===== src/rtl/systolic_pkg.sv =====
// -----------------------------------------------------------------------------
// systolic_pkg
// Shared definitions for the systolic stream controller and its skew mux:
//   - state_t   : FSM state encoding (ST_IDLE .. ST_DONE)
//   - stream_len: number of stream slots for a SIZE x SIZE array (3*SIZE-2)
//   - idx_w     : width of a row/column index for a given SIZE
//   - cnt_w     : width of the stream-slot counter for a given SIZE
// -----------------------------------------------------------------------------
package systolic_pkg;

    typedef enum logic [2:0] {
        ST_IDLE   = 3'd0,
        ST_CLEAR  = 3'd1,
        ST_STREAM = 3'd2,
        ST_DRAIN  = 3'd3,
        ST_DONE   = 3'd4
    } state_t;

    // Slots needed to push every operand through the far PE diagonal:
    // 2*SIZE-1 data-bearing slots plus SIZE-1 zero flush slots.
    function automatic int stream_len(input int size);
        return 3 * size - 2;
    endfunction

    function automatic int idx_w(input int size);
        return (size <= 2) ? 1 : $clog2(size);
    endfunction

    function automatic int cnt_w(input int size);
        return $clog2(3 * size);
    endfunction

endpackage


===== src/rtl/systolic_skew_mux.sv =====
// -----------------------------------------------------------------------------
// systolic_skew_mux
// Combinational diagonal-skew selector for one edge of the systolic array.
// For stream slot t, lane l carries element k = t - l when 0 <= k < SIZE,
// otherwise zero.
//   COL_EDGE = 0 (west / rows)   : lane l = bank[l][k]
//   COL_EDGE = 1 (north / cols)  : lane l = bank[k][l]
// Ports:
//   t      in   stream slot index
//   bank   in   SIZE x SIZE operand bank
//   slices out  SIZE lanes of DATA_WIDTH, lane 0 in the low bits
// -----------------------------------------------------------------------------
module systolic_skew_mux
    import systolic_pkg::*;
#(
    parameter  int SIZE       = 5,
    parameter  int DATA_WIDTH = 32,
    parameter  bit COL_EDGE   = 1'b0,
    localparam int CNT_W      = cnt_w(SIZE)
) (
    input  logic [CNT_W-1:0]                           t,
    input  logic [SIZE-1:0][SIZE-1:0][DATA_WIDTH-1:0]  bank,
    output logic [SIZE-1:0][DATA_WIDTH-1:0]            slices
);

    // Matching t == lane + k avoids a subtraction that could wrap below zero;
    // at most one k matches per lane, so the unmatched case stays zero.
    always_comb begin
        // NOTE: default every output first so no path leaves it unassigned,
        // which would otherwise infer a latch.
        slices = '0;
        for (int lane = 0; lane < SIZE; lane++) begin
            for (int k = 0; k < SIZE; k++) begin
                if (int'(t) == lane + k) begin
                    slices[lane] = COL_EDGE ? bank[k][lane] : bank[lane][k];
                end
            end
        end
    end

endmodule


===== src/rtl/systolic_stream_ctrl.sv =====
// -----------------------------------------------------------------------------
// systolic_stream_ctrl
// Sequencer feeding a SIZE x SIZE output-stationary systolic array. Holds
// operand banks A and B (loaded through a write port while idle). A start
// pulse clears the array accumulators, streams skewed A rows west and B
// columns north, waits PE_LAT cycles for the PE pipeline, then pulses done.
// Ports:
//   clk, rst              clock, asynchronous active-high reset
//   wr_en/wr_mat          write strobe, bank select (0 = A, 1 = B)
//   wr_row/wr_col/wr_data element index and value
//   wr_err                one-cycle pulse: write rejected (busy or bad index)
//   start                 begin-multiply pulse (ignored while busy)
//   busy                  high from CLEAR through DONE
//   arr_clr               one-cycle accumulator clear to the array
//   inp_west/inp_north    registered edge buses, slice i in bits [i*DW +: DW]
//   done                  one-cycle pulse: array results are final
// -----------------------------------------------------------------------------
module systolic_stream_ctrl
    import systolic_pkg::*;
#(
    parameter  int SIZE       = 5,
    parameter  int DATA_WIDTH = 32,
    parameter  int PE_LAT     = 2,
    localparam int IDX_W      = idx_w(SIZE)
) (
    input  logic                       clk,
    input  logic                       rst,
    input  logic                       wr_en,
    input  logic                       wr_mat,
    input  logic [IDX_W-1:0]           wr_row,
    input  logic [IDX_W-1:0]           wr_col,
    input  logic [DATA_WIDTH-1:0]      wr_data,
    output logic                       wr_err,
    input  logic                       start,
    output logic                       busy,
    output logic                       arr_clr,
    output logic [SIZE*DATA_WIDTH-1:0] inp_west,
    output logic [SIZE*DATA_WIDTH-1:0] inp_north,
    output logic                       done
);

    localparam int                CNT_W    = cnt_w(SIZE);
    localparam logic [CNT_W-1:0]  LAST_T   = CNT_W'(stream_len(SIZE) - 1);
    localparam int                DRN_W    = (PE_LAT > 1) ? $clog2(PE_LAT) : 1;
    localparam logic [DRN_W-1:0]  DRN_LAST = DRN_W'(PE_LAT - 1);
    localparam logic [IDX_W:0]    SIZE_V   = (IDX_W + 1)'(SIZE);

    typedef logic [SIZE-1:0][SIZE-1:0][DATA_WIDTH-1:0] bank_t;
    typedef logic [SIZE-1:0][DATA_WIDTH-1:0]           edge_t;

    state_t           state;
    logic [CNT_W-1:0] t_cnt;
    logic [DRN_W-1:0] drn_cnt;
    bank_t            a_bank, b_bank;
    edge_t            west_q, north_q;
    edge_t            west_mux, north_mux;
    logic [CNT_W-1:0] mux_t;
    logic             wr_ok;

    // Writes land only while idle, which keeps the banks a stable snapshot
    // for the whole run.
    assign wr_ok = wr_en && (state == ST_IDLE)
                && ({1'b0, wr_row} < SIZE_V) && ({1'b0, wr_col} < SIZE_V);

    // Buses are registered, so the mux looks one slot ahead: slot 0 is
    // loaded on leaving CLEAR, slot t+1 while slot t is on the bus.
    always_comb begin
        mux_t = '0;
        if (state == ST_STREAM) begin
            mux_t = t_cnt + CNT_W'(1);
        end
    end

    systolic_skew_mux #(
        .SIZE       (SIZE),
        .DATA_WIDTH (DATA_WIDTH),
        .COL_EDGE   (1'b0)
    ) u_west_mux (
        .t      (mux_t),
        .bank   (a_bank),
        .slices (west_mux)
    );

    systolic_skew_mux #(
        .SIZE       (SIZE),
        .DATA_WIDTH (DATA_WIDTH),
        .COL_EDGE   (1'b1)
    ) u_north_mux (
        .t      (mux_t),
        .bank   (b_bank),
        .slices (north_mux)
    );

    // NOTE: the operand banks are reset even though they are storage: a reset
    // must leave both matrices at zero, so this cannot map to a RAM macro.
    always_ff @(posedge clk or posedge rst) begin
        if (rst) begin
            a_bank <= '0;
            b_bank <= '0;
        end else if (wr_ok) begin
            if (wr_mat) begin
                b_bank[wr_row][wr_col] <= wr_data;
            end else begin
                a_bank[wr_row][wr_col] <= wr_data;
            end
        end
    end

    // NOTE: non-blocking assignments throughout, so every register samples
    // pre-edge values regardless of statement order.
    always_ff @(posedge clk or posedge rst) begin
        if (rst) begin
            state   <= ST_IDLE;
            t_cnt   <= '0;
            drn_cnt <= '0;
            busy    <= 1'b0;
            arr_clr <= 1'b0;
            done    <= 1'b0;
            wr_err  <= 1'b0;
            west_q  <= '0;
            north_q <= '0;
        end else begin
            arr_clr <= 1'b0;
            done    <= 1'b0;
            wr_err  <= wr_en && !wr_ok;

            case (state)
                ST_IDLE: begin
                    if (start) begin
                        state   <= ST_CLEAR;
                        busy    <= 1'b1;
                        arr_clr <= 1'b1;
                    end
                end

                ST_CLEAR: begin
                    state   <= ST_STREAM;
                    t_cnt   <= '0;
                    west_q  <= west_mux;
                    north_q <= north_mux;
                end

                ST_STREAM: begin
                    if (t_cnt == LAST_T) begin
                        t_cnt   <= '0;
                        drn_cnt <= '0;
                        west_q  <= '0;
                        north_q <= '0;
                        if (PE_LAT == 0) begin
                            state <= ST_DONE;
                            done  <= 1'b1;
                        end else begin
                            state <= ST_DRAIN;
                        end
                    end else begin
                        t_cnt   <= t_cnt + CNT_W'(1);
                        west_q  <= west_mux;
                        north_q <= north_mux;
                    end
                end

                ST_DRAIN: begin
                    if (drn_cnt == DRN_LAST) begin
                        state <= ST_DONE;
                        done  <= 1'b1;
                    end else begin
                        drn_cnt <= drn_cnt + DRN_W'(1);
                    end
                end

                ST_DONE: begin
                    state <= ST_IDLE;
                    busy  <= 1'b0;
                end

                default: begin
                    state <= ST_IDLE;
                    busy  <= 1'b0;
                end
            endcase
        end
    end

    assign inp_west  = west_q;
    assign inp_north = north_q;

endmodule


===== config.mk =====
export PLATFORM = sky130hd
export DESIGN_NAME = systolic_stream_ctrl
export DESIGN_NICKNAME = d
export VERILOG_FILES = /design/src/rtl/systolic_pkg.sv /design/src/rtl/systolic_skew_mux.sv /design/src/rtl/systolic_stream_ctrl.sv
export SDC_FILE = /design/constraint.sdc
export NUM_CORES = 2
export LEC_CHECK = 0
export CAP_MARGIN = 20
export CORE_ASPECT_RATIO = 1.4
export CORE_MARGIN = 3
export CORE_UTILIZATION = 38
export DETAILED_ROUTE_END_ITERATION = 7
export PLACE_DENSITY = 0.61
export SETUP_SLACK_MARGIN = 0.15
export SYNTH_ARGS = -nofsm -noshare
export SYNTH_HDL_FRONTEND = slang
export SYNTH_HIERARCHICAL = 1
export SYNTH_SLANG_ARGS = --single-unit

===== constraint.sdc =====
create_clock -name clk -period 126.2 [get_ports clk]
set_input_delay 18.93 -clock clk [delete_from_list [all_inputs] [get_ports clk]]
set_output_delay 18.93 -clock clk [all_outputs]
set_load 0.005 [all_outputs]

==> impl_metrics.json <==
{
  "drt_iter0_markers": 4275,
  "synth.top_cell.area_share_pct": 54.9,
  "final_nets": 6859,
  "crit_buf_inv": 8,
  "syn_inst": 6827,
  "finalCritPeriodShare_pct": 19.2,
  "async_flop_share_pct": 100,
  "hold_path_class": "reg -> reg",
  "cts_tree": "built",
  "initial_core_util_pct": 38.3,
  "fmax_mhz": 41.2,
  "routabilityCongestion": 0.755,
  "grt_max_degree": 190,
  "insertion_delay_ns": 0.86,
  "cts.path.max_buffers": 3,
  "clock-root-buffer": "clkbuf_16",
  "maxSlewViolCount": 0,
  "p_total_w": 0.00207,
  "synth_edf_count": 0,
  "ys.flop_type": "dfrtp_1",
  "die-area_um2": 238000,
  "crit_type": "in -> async",
  "fin_crit_ns": 24.29,
  "max_stage_delay_ns": 0.87,
  "wl_per_cell_um": 26.4,
  "h-tree-depth": 4,
  "via_per_inst": 5.78,
  "layout-drive-gt1-share_pct": 31.2,
  "die_h_um": 576,
  "p_leak_nw": 46.0,
  "cpMostUsedCell": "buf_4",
  "vias": 57900,
  "antenna_found_initial": 24,
  "crit_fanout": 138,
  "cp_data_arrival_time_ns": 25.01,
  "ios": 367,
  "syn_area_um2": 88100,
  "tns_ns": 0,
  "critPathLaunchType": "primary input",
  "grt_pass1_vias": 59900,
  "ant_nets": 0,
  "post-cts-setup-buffers": 0,
  "fin_skew_ns": 0.0587,
  "finalSetupViolCount": 0,
  "gr-total-overflow": 0,
  "yosysSeqAreaShare_pct": 54.9,
  "drc": 0,
  "clk_pin_slew_ns": 0.06,
  "synthTopCellsByCount": "dfrtp_1 (1932), mux2_2 (1563), clkbuf_1 (508)",
  "synth_fp_nets": 6872,
  "yosys.area.top_type": "dfrtp_1",
  "core_area_um2": 230000,
  "port_buffers": 366,
  "path_delay_family": "buffers and inverters",
  "cap_violations": 0,
  "status": "completed",
  "synthTopCellsByArea": "dfrtp_1 (55%), mux2_2 (20%), o2bb2ai_1 (3.3%)",
  "power_density_nw_per_um2": 20.5,
  "endpoint_kind": "async pin",
  "grt_usage_pct": 21.9,
  "max_slew_margin_pct": 21.0,
  "peakVddDrop_mv": 0.0270,
  "numCtsBuffers": 199,
  "drt_pass1_iterations": 5,
  "cp_cell_sequence": "clkdlybuf4s50_1 -> inv_8 -> buf_12 -> buf_4 -> buf_4 -> buf_4 -> buf_4 -> buf_4",
  "wirelength_um": 265000,
  "post-dp-hpwl_um": 149000,
  "synth_warnings": 6,
  "hold_buffers": 0,
  "clock-sinks": 1932,
  "synth_most_common_cell": "dfrtp_1",
  "slowest_stage": "buf_4",
  "syn_area_per_cell_um2": 12.9,
  "ys_ff_latch": 1932,
  "grt_pass1_wl_um": 397000,
  "timing_hold_violations_final": 0,
  "die_w_um": 413,
  "rsz0062_at_grt": "no",
  "area_growth_pct": 14.3,
  "rows": 208,
  "cts.repair.resized": 0,
  "synth.distinct_cells": 70,
  "cp.required_ns": 126.92,
  "worst_pin_slew_ns": 1.19
}
sequential cells by signal (all words and copies together) (netlist names):
| signal | flops |
|---|---|
| arr_clr | 1 |
| drn_cnt | 1 |
| inp_west | 160 |
| t_cnt | 4 |
| state | 3 |
| done | 1 |
| inp_north | 160 |
| busy | 1 |
| a_bank | 800 |
| wr_err | 1 |
| b_bank | 800 |
worst paths after layout:
check,startpoint,slack (ns),cells past startpoint,endpoint
worst max register to register,state[2],120.41,10,inp_north[35]
worst min-delay path,inp_north[127],0.48,1,inp_north[127]
worst min register to register,inp_north[127],0.48,1,inp_north[127]
worst max-delay path,rst,101.91,8,state[2]
min in group asynchronous,rst,18.63,2,inp_north[86]
max in group clk,wr_en,104.82,6,b_bank[642]
cell usage in the layout, fill, tap and decap left out, types with 13 or more instances in the layout:
cell type	instances
nor3_1	62
diode_2	13
mux2i_1	176
buf_12	15
clkbuf_8	50
nor4bb_1	102
nand3_2	15
a22oi_1	60
a21o_1	62
nand2b_1	388
nand3b_1	20
nor2_1	168
nand3_1	24
and3b_1	18
nand4_1	20
a211oi_1	175
clkbuf_1	33
buf_4	146
o21a_1	38
buf_2	33
o22a_1	70
a21oi_1	145
a221oi_1	62
mux2_2	1563
o21ai_0	215
nor2b_1	20
bufinv_16	15
dfrtp_1	1931
clkbuf_16	202
o31ai_1	60
o22ai_1	76
a32oi_1	14
o32ai_1	78
o2bb2ai_1	329
clkinv_2	37
mux2_1	53
clkdlybuf4s50_1	334
metal layers:
layer | GRT usage [%] | vias up | share of wire, %
met2 | 35.6 | 1631 | 47
met5 | 0 | - | 0.011
met3 | 3.16 | 356 | 5.2
li1 | - | 25200 | -
met4 | 6.36 | 6 | 2.8
met1 | 30.4 | 30800 | 45
cells by family (layout without fill, tap and decap cells):
family / count (synthesis) / after routing / synth area share (%)
compound gates: 1421 / 1421 / 11.8
mux: 1800 / 1800 / 22.9
xor+xnor: 3 / 3 / 0.0298
simple gates: 911 / 911 / 6.60
buf+inv: 758 / 899 / 3.78
fa+ha+maj: 2 / 2 / 0.0284
other cells: 0 / 13 / 0
flops: 1932 / 1932 / 54.9
where the power goes:
group	switching [W]	internal [W]	total [W]
combinational	0.000467	0.000260	0.000727
sequential	0.0000412	0.000692	0.000733
clock	0.000254	0.000354	0.000608
stage by stage:
stage	instance area [um2]	util, %	std cells	worst slack (ns)	hold slack [ns]
floorplan	88100	-	6827	52.71	0.452
detailed placement	93700	40.7	9648	100.79	0.473
CTS	100000	43.7	10000	101.68	0.488
global route	101000	43.8	10000	101.01	0.497
finish	101000	43.8	10000	101.91	0.484
global placement	93600	40.7	9642	100.99	0.465
layout make-up:
cell class	instances	area (um2)
Multi-Input combinational cell	4137	36700
Inverter	8	37.5
Clock buffer	285	5870
Antenna cell	13	32.5
Timing Repair Buffer	536	5120
Clock inverter	70	881
Fill cell	21100	129000
Tap cell	3045	3810
Sequential cell	1932	48400
(Power assumes the default switching activity.)
